<file path="src/rtl/tpu_pkg.sv">
// Shared types and constants for the TPU job controller and its APB engine.
package tpu_pkg;

    localparam int unsigned DW_DEF   = 32;

    localparam int unsigned ADDR_W00 = 0;
    localparam int unsigned ADDR_W01 = 1;
    localparam int unsigned ADDR_W10 = 2;
    localparam int unsigned ADDR_W11 = 3;
    localparam int unsigned ADDR_RES = 0;

    typedef enum logic [2:0] {
        ST_IDLE,
        ST_WSETUP,
        ST_WACCESS,
        ST_FEED,
        ST_RUN,
        ST_RSETUP,
        ST_RACCESS,
        ST_RHOLD
    } state_e;

    function automatic int unsigned w_addr(input logic [1:0] idx);
        case (idx)
            2'd0:    return ADDR_W00;
            2'd1:    return ADDR_W01;
            2'd2:    return ADDR_W10;
            default: return ADDR_W11;
        endcase
    endfunction

endpackage

</file>
<file path="src/rtl/tpu_apb_xfer.sv">
// Two-phase APB master: a req pulse starts SETUP on the next edge; a req seen
// in ACCESS chains straight into the next SETUP so psel stays high between transfers.
module tpu_apb_xfer
    import tpu_pkg::*;
#(
    parameter int unsigned DW = DW_DEF,
    parameter int unsigned AW = 32
) (
    input  logic          i_clk,
    input  logic          i_rst,
    input  logic          i_req,
    input  logic [AW-1:0] i_addr,
    input  logic [DW-1:0] i_wdata,
    input  logic          i_write,
    output logic          o_done,
    output logic [DW-1:0] o_rdata,
    output logic          o_psel,
    output logic          o_penable,
    output logic          o_pwrite,
    output logic [AW-1:0] o_paddr,
    output logic [DW-1:0] o_pwdata,
    input  logic [DW-1:0] i_prdata
);

    typedef enum logic [1:0] {PH_IDLE, PH_SETUP, PH_ACCESS} phase_e;

    phase_e        phase_q;
    logic          psel_q, penable_q, pwrite_q;
    logic [AW-1:0] paddr_q;
    logic [DW-1:0] pwdata_q, rdata_q;

    always_ff @(posedge i_clk) begin
        if (i_rst) begin
            phase_q   <= PH_IDLE;
            psel_q    <= 1'b0;
            penable_q <= 1'b0;
            pwrite_q  <= 1'b0;
            paddr_q   <= '0;
            pwdata_q  <= '0;
            rdata_q   <= '0;
        end else begin
            case (phase_q)
                PH_SETUP: begin
                    phase_q   <= PH_ACCESS;
                    penable_q <= 1'b1;
                end
                default: begin
                    if (phase_q == PH_ACCESS && !pwrite_q)
                        rdata_q <= i_prdata;
                    if (i_req) begin
                        phase_q   <= PH_SETUP;
                        psel_q    <= 1'b1;
                        penable_q <= 1'b0;
                        pwrite_q  <= i_write;
                        paddr_q   <= i_addr;
                        pwdata_q  <= i_wdata;
                    end else begin
                        phase_q   <= PH_IDLE;
                        psel_q    <= 1'b0;
                        penable_q <= 1'b0;
                        pwrite_q  <= 1'b0;
                        paddr_q   <= '0;
                        pwdata_q  <= '0;
                    end
                end
            endcase
        end
    end

    assign o_done    = (phase_q == PH_ACCESS);
    assign o_rdata   = rdata_q;
    assign o_psel    = psel_q;
    assign o_penable = penable_q;
    assign o_pwrite  = pwrite_q;
    assign o_paddr   = paddr_q;
    assign o_pwdata  = pwdata_q;

endmodule

</file>
<file path="src/rtl/tpu_job_ctrl.sv">
// Job sequencer for tpu_top: weight load over APB, FIFO feed, start/done
// handshake with timeout, and a result drain of N_RES APB reads.
module tpu_job_ctrl
    import tpu_pkg::*;
#(
    parameter int unsigned DW      = DW_DEF,
    parameter int unsigned AW      = 32,
    parameter int unsigned CNT_W   = 4,
    parameter int unsigned N_RES   = 4,
    parameter int unsigned TIMEOUT = 1024
) (
    input  logic            i_clk,
    input  logic            i_rst,
    input  logic            i_job_valid,
    output logic            o_job_ready,
    input  logic [4*DW-1:0] i_job_w,
    input  logic [CNT_W-1:0] i_job_nvec,
    input  logic            i_job_keep_w,
    input  logic            i_vec_valid,
    output logic            o_vec_ready,
    input  logic [DW-1:0]   i_vec_a,
    input  logic [DW-1:0]   i_vec_b,
    output logic            o_res_valid,
    input  logic            i_res_ready,
    output logic [DW-1:0]   o_res_data,
    output logic            o_res_last,
    output logic [DW-1:0]   o_in1,
    output logic [DW-1:0]   o_in2,
    output logic            o_in_en,
    input  logic [1:0]      i_in_full,
    output logic            o_start,
    input  logic            i_done,
    output logic [AW-1:0]   o_paddr,
    output logic            o_psel,
    output logic            o_penable,
    output logic            o_pwrite,
    output logic [DW-1:0]   o_pwdata,
    input  logic [DW-1:0]   i_prdata,
    output logic            o_busy,
    output logic            o_err
);

    localparam int unsigned TW = $clog2(TIMEOUT + 1);
    localparam int unsigned RW = (N_RES > 1) ? $clog2(N_RES) : 1;

    state_e           state_q;
    logic [DW-1:0]    w_q [4];
    logic [CNT_W-1:0] nvec_q, vcnt_q;
    logic [1:0]       widx_q, widx_nx;
    logic [RW-1:0]    ridx_q;
    logic [TW-1:0]    run_cnt_q;
    logic             start_q, err_q;

    logic             push, res_last, xfer_done;
    logic             req, req_write;
    logic [AW-1:0]    req_addr;
    logic [DW-1:0]    req_wdata, rdata;

    assign widx_nx  = widx_q + 2'd1;
    assign push     = (state_q == ST_FEED) && i_vec_valid && (i_in_full == 2'b00);
    assign res_last = (state_q == ST_RHOLD) && (ridx_q == RW'(N_RES - 1));

    always_ff @(posedge i_clk) begin
        if (i_rst) begin
            state_q   <= ST_IDLE;
            nvec_q    <= '0;
            vcnt_q    <= '0;
            widx_q    <= '0;
            ridx_q    <= '0;
            run_cnt_q <= '0;
            start_q   <= 1'b0;
            err_q     <= 1'b0;
            for (int unsigned k = 0; k < 4; k++) w_q[k] <= '0;
        end else begin
            case (state_q)
                ST_IDLE: if (i_job_valid) begin
                    for (int unsigned k = 0; k < 4; k++) w_q[k] <= i_job_w[k*DW +: DW];
                    nvec_q    <= i_job_nvec;
                    err_q     <= 1'b0;
                    widx_q    <= '0;
                    vcnt_q    <= '0;
                    ridx_q    <= '0;
                    run_cnt_q <= '0;
                    if (!i_job_keep_w) begin
                        state_q <= ST_WSETUP;
                    end else if (i_job_nvec != '0) begin
                        state_q <= ST_FEED;
                    end else begin
                        state_q <= ST_RUN;
                        start_q <= 1'b1;
                    end
                end
                ST_WSETUP: state_q <= ST_WACCESS;
                ST_WACCESS: if (xfer_done) begin
                    if (widx_q == 2'd3) begin
                        if (nvec_q != '0) begin
                            state_q <= ST_FEED;
                        end else begin
                            state_q <= ST_RUN;
                            start_q <= 1'b1;
                        end
                    end else begin
                        widx_q  <= widx_nx;
                        state_q <= ST_WSETUP;
                    end
                end
                ST_FEED: if (push) begin
                    if (vcnt_q == nvec_q - CNT_W'(1)) begin
                        vcnt_q  <= '0;
                        state_q <= ST_RUN;
                        start_q <= 1'b1;
                    end else begin
                        vcnt_q  <= vcnt_q + CNT_W'(1);
                    end
                end
                // done is tested before the timeout so a coincident done still drains
                ST_RUN: begin
                    if (i_done) begin
                        start_q   <= 1'b0;
                        run_cnt_q <= '0;
                        state_q   <= ST_RSETUP;
                    end else if (run_cnt_q == TW'(TIMEOUT - 1)) begin
                        start_q   <= 1'b0;
                        err_q     <= 1'b1;
                        run_cnt_q <= '0;
                        state_q   <= ST_IDLE;
                    end else begin
                        run_cnt_q <= run_cnt_q + TW'(1);
                    end
                end
                ST_RSETUP:  state_q <= ST_RACCESS;
                ST_RACCESS: if (xfer_done) state_q <= ST_RHOLD;
                ST_RHOLD: if (i_res_ready) begin
                    if (res_last) begin
                        state_q <= ST_IDLE;
                    end else begin
                        ridx_q  <= ridx_q + RW'(1);
                        state_q <= ST_RSETUP;
                    end
                end
                default: state_q <= ST_IDLE;
            endcase
        end
    end

    // A request issued here lands the engine in SETUP on the same edge the FSM
    // enters WSETUP/RSETUP, keeping both in lockstep.
    always_comb begin
        req       = 1'b0;
        req_write = 1'b0;
        req_addr  = '0;
        req_wdata = '0;
        case (state_q)
            ST_IDLE: if (i_job_valid && !i_job_keep_w) begin
                req       = 1'b1;
                req_write = 1'b1;
                req_addr  = AW'(w_addr(2'd0));
                req_wdata = i_job_w[DW-1:0];
            end
            ST_WACCESS: if (xfer_done && widx_q != 2'd3) begin
                req       = 1'b1;
                req_write = 1'b1;
                req_addr  = AW'(w_addr(widx_nx));
                req_wdata = w_q[widx_nx];
            end
            ST_RUN: if (i_done) begin
                req      = 1'b1;
                req_addr = AW'(ADDR_RES);
            end
            ST_RHOLD: if (i_res_ready && !res_last) begin
                req      = 1'b1;
                req_addr = AW'(ADDR_RES);
            end
            default: ;
        endcase
    end

    tpu_apb_xfer #(.DW(DW), .AW(AW)) u_xfer (
        .i_clk     (i_clk),
        .i_rst     (i_rst),
        .i_req     (req),
        .i_addr    (req_addr),
        .i_wdata   (req_wdata),
        .i_write   (req_write),
        .o_done    (xfer_done),
        .o_rdata   (rdata),
        .o_psel    (o_psel),
        .o_penable (o_penable),
        .o_pwrite  (o_pwrite),
        .o_paddr   (o_paddr),
        .o_pwdata  (o_pwdata),
        .i_prdata  (i_prdata)
    );

    assign o_job_ready = (state_q == ST_IDLE);
    assign o_busy      = (state_q != ST_IDLE);
    assign o_vec_ready = (state_q == ST_FEED) && (i_in_full == 2'b00);
    assign o_in_en     = push;
    assign o_in1       = (state_q == ST_FEED) ? i_vec_a : '0;
    assign o_in2       = (state_q == ST_FEED) ? i_vec_b : '0;
    assign o_res_valid = (state_q == ST_RHOLD);
    assign o_res_data  = (state_q == ST_RHOLD) ? rdata : '0;
    assign o_res_last  = res_last;
    assign o_start     = start_q;
    assign o_err       = err_q;

endmodule

</file>
<file path="config.mk">
export PLATFORM = sky130hd
export DESIGN_NAME = tpu_job_ctrl
export DESIGN_NICKNAME = d
export VERILOG_FILES = /design/src/rtl/tpu_pkg.sv /design/src/rtl/tpu_apb_xfer.sv /design/src/rtl/tpu_job_ctrl.sv
export SDC_FILE = /design/constraint.sdc
export NUM_CORES = 1
export LEC_CHECK = 0
export ABC_AREA = 1
export CAP_MARGIN = 20
export CORE_MARGIN = 4
export CORE_UTILIZATION = 32
export DETAILED_ROUTE_END_ITERATION = 10
export GPL_TIMING_DRIVEN = 1
export PLACE_DENSITY = 0.63
export SYNTH_ARGS = -nofsm -noshare
export SYNTH_HDL_FRONTEND = slang
export SYNTH_SLANG_ARGS = --single-unit
</file>
<file path="constraint.sdc">
create_clock -name i_clk -period 4.5 [get_ports i_clk]
set_clock_uncertainty 0.2 [all_clocks]
set_input_delay 0.9 -clock i_clk [delete_from_list [all_inputs] [get_ports i_clk]]
set_output_delay 0.9 -clock i_clk [all_outputs]
set_load 0.03 [all_outputs]
</file>
==> results of run 1 <==
-- cells in the mapped netlist (all sizes together), types with 2 or more instances --
cell	number	area (µm²)
nand2	109	422
nor2	331	1260
clkbuf	36	135
ha	5	62.6
buf	62	383
inv	265	995
nor3	12	76.3
edfxtp	128	3840
dfxtp	98	1960
a21oi	52	260
a211oi	4	30.0
o22ai	34	213
o21ai	136	681
xor2	4	35.0
a22oi	33	248
or2	2	12.5
nand3	14	70.1
a31oi	3	18.8
nand4	4	25.0
-- per-layer routing --
layer,wire (µm),track usage [%],vias up
li1,-,-,4895
met1,13500,20.3,4548
met2,16800,31.5,344
met3,2870,4.47,60
met4,996,5.72,2
met5,10,0,-
-- worst max-delay path by stage --
| stage | start | to | slack [ns] | cells past startpoint |
|---|---|---|---|---|
| after floorplan | i_job_valid | w_q[0][0] | 1.07 | 4 |
| after global placement | i_in_full[1] | o_in_en | 0.83 | 5 |
| after detailed placement | i_in_full[1] | o_in_en | 0.89 | 5 |
| after CTS | state_q[2] | o_in1[18] | 0.62 | 5 |
| after global routing | state_q[2] | o_in1[18] | 0.50 | 5 |
| final | state_q[2] | o_in1[18] | 0.68 | 5 |
-- through the flow --
stage / worst slack [ns] / util [%] / cells / power, W
2_1_floorplan: 1.07 / - / 1368 / 0.00373
3_5_place_dp: 0.891 / 45.4 / 2108 / 0.00434
6_report: 0.683 / 48.1 / 2157 / 0.00642
5_1_grt: 0.502 / 48.0 / 2156 / 0.00678
3_3_place_gp: 0.830 / 45.4 / 2108 / 0.00431
4_1_cts: 0.615 / 48.0 / 2154 / 0.00650
-- state kept, by name, indices dropped and copies added (netlist names), 3 cells and up --
signal	count
w_q	128
state_q	3
u_xfer.o_pwdata	32
run_cnt_q	11
u_xfer.o_rdata	32
nvec_q	4
vcnt_q	4
-- power breakdown --
part	leakage [nW]	switching (W)	internal, W
clock	0.426	0.000842	0.00129
combinational	4.10	0.000953	0.000590
sequential	2.16	0.000125	0.00262
total	6.68	0.00192	0.00450
-- cells by family (layout without fill, tap and decap cells) --
| kind of cell | after synthesis | count (layout) | synth area share (%) |
|---|---|---|---|
| other | 1 | 33 | 0.0348 |
| adders and majority gates | 5 | 5 | 0.580 |
| DFF | 226 | 226 | 53.8 |
| AOI/OAI and AO/OA | 264 | 264 | 13.7 |
| xor gates and xnor gates | 4 | 4 | 0.325 |
| muxes | 1 | 1 | 0.0928 |
| and+or+nand+nor | 474 | 474 | 17.4 |
| buffers and inverters | 364 | 708 | 14.1 |
-- layout make-up --
| cell class | instances | share of cell area, % |
|---|---|---|
| Tap cell | 442 | 3.50 |
| Clock inverter | 15 | 1.18 |
| Clock buffer | 31 | 4.23 |
| Inverter | 266 | 6.32 |
| Multi-Input combinational cell | 778 | 22.9 |
| Antenna cell | 3 | 0.0475 |
| Timing Repair Buffer | 396 | 25.0 |
| Sequential cell | 226 | 36.8 |
-- critical path, stage by stage, from the launching register on --
cell,delay [ns]
dfxtp_1,0.40
inv_2,0.15
nand3_2,0.22
buf_4,0.38
nor2_1,0.29
clkdlybuf4s50_1,0.73
==> results.txt, run 1 <==
run status: complete, no violations
pin count of the biggest net entering global routing: 67
startpoint types: flip-flop
Detailed Route WL: 34,100 µm
FF+latch area: 0.00581 mm²
die area: 0.0367 mm²
multi-input logic area: 0.00362 mm²
most frequent cells in the layout: clkdlybuf4s50_1, nor2_1, inv_1, edfxtp_1, o21ai_0
Worst Hold Class: flip-flop to flip-flop
crit share post-route: 84.8%
most used flip-flop cell after synthesis: edfxtp_1
Hold Path End: u_xfer.o_rdata[18]
initial antenna violation count: 3
maximum vdd drop: 0.210 mV
Crit path arrival time: 2.72 ns
die width: 192 µm
Pwr Density: 407 mW/mm²
first-pass GRT wire length: 51,400 µm
EDFF count, synth: 128
grt ovf: 0
Hold Path Stages: 2
initial DRC count: 510
row cnt: 66
Post-CTS Setup Inserts: 0
GRT Total Usage: 17.5%
TritonRoute pass-1 iters: 5
TritonCTS clock tree: done
root buf cell: clkbuf_16
worst slew pin tran: 1.06 ns
Cell Area, Synth: 0.0108 mm²
Vias: 9,849
die height: 192 µm
cells after synthesis: 1,339
MaxCap Viol Count: 0
Bufs on Longest Clock Path: 3
Fmax: 0.262 GHz
hold slack: 0.252 ns
reg2reg start: widx_q[0]
R2R Path End: u_xfer.o_pwdata[2]
WL per Instance: 15.8 µm
CTS buffer count: 25
dpl cell area: 0.0149 mm²
Filler cells: 3,176
Area growth, synth to finish: 46.4%
post-synthesis sequential element count: 226
io pins: 408
worst skew pair latency: 0.54 ns
min Tclk post-route: 3.82 ns
endpoints failing setup: 0
DRC violation count after routing: 0
CTS HTree Levels: 1
Leak: 6.68 nW
Cell variety after synth: 36
Max Slew Vio Count: 0
Hold Fails Final Rpt: 0
RSZ-0062 raised after global routing: false
vias in the first global route: 9,607
Reg2Reg Setup Slack: 1.85 ns
CP Class: flip-flop to output pin
setup_tns: 0 ns
critical path data required time: 3.40 ns
Seq/Total Area, Yosys: 53.8%
PortBufs: 377
clock tree sinks: 226
share of layout cells above drive strength 1: 4.85%
Clock transition at path regs: 0.06 ns
Worst Setup End Kind: output pin
Core ar.: 0.0329 mm²
post-detail-place hpwl: 24,300 µm
worst-path fanout max: 58
via/cell ratio: 4.57
routability-driven placement congestion ratio: 0.816
Synth Warn #: 0
remaining antenna violation count: 0
R2R cell count: 8
hold buffer count at CTS: 0
post-CTS sizing: 0
Starting Density: 32.8%
final net count: 1,935
relative slew slack: 29.0%
commonest non-fill, non-tap cell in the layout: clkdlybuf4s50_1
Async S/R FF share, synth: 0%
cell area after layout: 0.0158 mm²
Avg Inst Size Synth: 8.06 µm²
hold path start: u_xfer.o_rdata[18]
No activity file was read; power rests on OpenSTA's default activity.
==> run 2: changes to the inputs <==
- PLACE_DENSITY: 0.63 -> 0.6
- clock period: 4.5 -> 3.6 ns (I/O delays scaled with it)
==> run 2 against run 1 <==
  * Setup slack got worse by 0.52 ns
  * Via count decreased by 0.61%
  * Critical path depth unchanged
  * Hold slack improved by 0.00072 ns
  * Combinational power increased by 26%
  * Sequential share of layout area decreased by 0.45 points
  * Critical endpoint is now o_res_data[11]
  * Final cell count unchanged
  * Clock power increased by 43%
  * Design area increased by 1.2%
  * Global-route usage decreased by 0.083 points
  * Highest routed layer unchanged
  * Sequential cell count unchanged
==> results.txt, run 2 (same netlist as run 1, synthesis figures left out) <==
run status: complete, no violations
routability-driven placement congestion ratio: 0.816 (about the same)
clock tree sinks: 226 (unchanged)
Crit path arrival time: 2.52 ns (-0.20 ns)
io pins: 408 (unchanged)
reg2reg start: state_q[2]
die width: 192 µm (unchanged)
endpoints failing setup: 0 (unchanged)
share of layout cells above drive strength 1: 5.13% (+0.28 points)
uppermost layer routed: met5
Max Slew Vio Count: 0 (unchanged)
min Tclk post-route: 3.44 ns
startpoint types: flip-flop
remaining antenna violation count: 0 (unchanged)
cell area after layout: 0.0160 mm² (+1.2%)
Switching Share: 29.1% (-0.80 points)
GRT Total Usage: 17.4% (-0.083 points)
DRC violation count after routing: 0 (unchanged)
maximum vdd drop: 0.276 mV (+32%)
met1 WL: 13,600 µm (+0.86%)
worst-path fanout max: 35 (-40%)
Post-CTS Setup Inserts: 0 (unchanged)
WL per Instance: 15.9 µm (+0.15%)
Hold Path Stages: 2 (unchanged)
Top reg by flops: w_q
Leak: 6.76 nW (+1.2%)
Core ar.: 0.0329 mm² (unchanged)
Pwr Density: 527 mW/mm² (+30%)
dpl cell area: 0.0150 mm² (+0.28%)
R2R Path End: u_xfer.o_pwdata[0]
CTS buffer count: 27 (+8.0%)
worst slew pin tran: 0.982 ns (-0.0801 ns)
Slowest cell on crit path: clkdlybuf4s50_1
relative slew slack: 34.6% (+5.5 points)
Bufs on Longest Clock Path: 3 (unchanged)
worst skew pair latency: 0.54 ns (about the same)
Clock transition at path regs: 0.06 ns (about the same)
Pint: 0.00597 W (+33%)
Area growth, synth to finish: 48.2%
TritonRoute pass-1 iters: 5 (unchanged)
Logic pwr share: 23.0% (-1.0 points)
post-detail-place hpwl: 24,600 µm (+1.3%)
routed wl met2: 17,200 µm (+2.4%)
die height: 192 µm (unchanged)
Worst Setup End Kind: output pin
Hold Fails Final Rpt: 0 (unchanged)
R2R cell count: 8 (unchanged)
Hold Path End: u_xfer.o_rdata[29]
diode count: 0 (-3)
CP Class: flip-flop to output pin
critical path data required time: 2.68 ns (-0.72 ns)
initial DRC count: 639 (+25%)
root buf cell: clkbuf_16
Psw: 0.00245 W (+28%)
grt ovf: 0 (unchanged)
Filler cells: 3,141 (-1.1%)
worst-path cell chain: inv_1 > nor2_2 > inv_4 > nor2_1 > clkdlybuf4s50_1
MaxCap Viol Count: 0 (unchanged)
Met3 Wirelength: 2850 µm (-0.77%)
row cnt: 66 (unchanged)
hold path start: u_xfer.o_rdata[29]
Vias: 9,789 (-0.61%)
setup_tns: 0 ns (unchanged)
sequential power share: 40.8% (-2.0 points)
Worst Hold Class: flip-flop to flip-flop
Starting Density: 32.8% (unchanged)
TritonCTS clock tree: done
die area: 0.0367 mm² (unchanged)
hold buffer count at CTS: 0 (unchanged)
slowest cell delay on critical path: 0.72 ns (about the same)
commonest non-fill, non-tap cell in the layout: clkdlybuf4s50_1
PortBufs: 377 (unchanged)
final net count: 1,936 (+0.052%)
most frequent cells in the layout: clkdlybuf4s50_1, nor2_1, inv_1, edfxtp_1, o21ai_0
Largest register FFs: 128 (unchanged)
Fmax: 0.291 GHz
first-pass GRT wire length: 51,100 µm (-0.48%)
initial antenna violation count: 1 (-2)
total power: 0.00843 W (+31%)
vias in the first global route: 9,473 (-1.4%)
pin count of the biggest net entering global routing: 121 (+81%)
via/cell ratio: 4.54 (-0.61%)
CTS HTree Levels: 1 (unchanged)
Reg2Reg Setup Slack: 1.25 ns (-0.60 ns)
RSZ-0062 raised after global routing: false
Detailed Route WL: 34,200 µm (+0.15%)
power share of the clock group: 36.2% (+3.1 points)
crit share post-route: 95.4%
[run 2: repair_timing]
| action | in CTS | in global routing |
|---|---|---|
| hold endpoints to repair | 0 | 0 |
| setup endpoints to repair | 0 | 33 |
| resized for setup | 0 | 2 |
[run 2: how the worst max path moves through the flow]
stage | start | end | cells after the start
2_1_floorplan | i_job_valid | w_q[0][0] | 4
3_3_place_gp | i_in_full[1] | o_in_en | 5
3_5_place_dp | i_in_full[1] | o_in_en | 5
4_1_cts | state_q[0] | o_res_data[11] | 5
5_1_grt | state_q[0] | o_res_data[5] | 5
6_report | state_q[0] | o_res_data[11] | 5
[run 2: final cells by class]
| class | count | area (µm²) | share of cell area (%) |
|---|---|---|---|
| flip-flops and latches | 226 | 5810 | 36.3 |
| repair buffers | 395 | 4000 | 25.0 |
| multi-input cells | 778 | 3620 | 22.6 |
| inverters | 266 | 1000 | 6.26 |
| clock buffers | 33 | 728 | 4.55 |
| well taps | 442 | 553 | 3.46 |
| clock inverters | 17 | 285 | 1.78 |
[run 2: routing by layer]
layer | track usage, % | vias up
met3 | 4.00 | 31
met5 | 0 | -
met4 | 3.62 | 2
met2 | 31.7 | 375
met1 | 21.0 | 4499
li1 | - | 4882
[run 2: power groups by stage]
stage	clock [W]	sequential, W	combinational [W]
after detailed placement	0	0.00349	0.00195
after floorplan	0	0.00349	0.00117
final	0.00305	0.00344	0.00194
after CTS	0.00314	0.00344	0.00196
after global placement	0	0.00348	0.00192
after global routing	0.00324	0.00348	0.00215
[run 2: worst max-delay path, delay by kind of cell (launching register included)]
family,cells,cell delay [ns]
buf+inv,3,1.03
flops,1,0.49
simple gates,2,0.46
[run 2: through the flow]
| step | utilization [%] | hold WS, ns | worst slack, ns | std cells |
|---|---|---|---|---|
| global route | 48.6 | 0.275 | 0.0194 | 2157 |
| global placement | 45.5 | 0.239 | 0.271 | 2106 |
| detailed placement | 45.6 | 0.245 | 0.331 | 2107 |
| floorplan | - | 0.230 | 0.353 | 1368 |
| CTS | 48.6 | 0.254 | 0.0190 | 2157 |
| finish | 48.6 | 0.252 | 0.164 | 2157 |
==> run 3: changes to the inputs <==
- SKIP_CTS_REPAIR_TIMING: unset -> 1
==> results of run 3 <==
The final DEF is identical to that of run 2; final timing and power are the same.
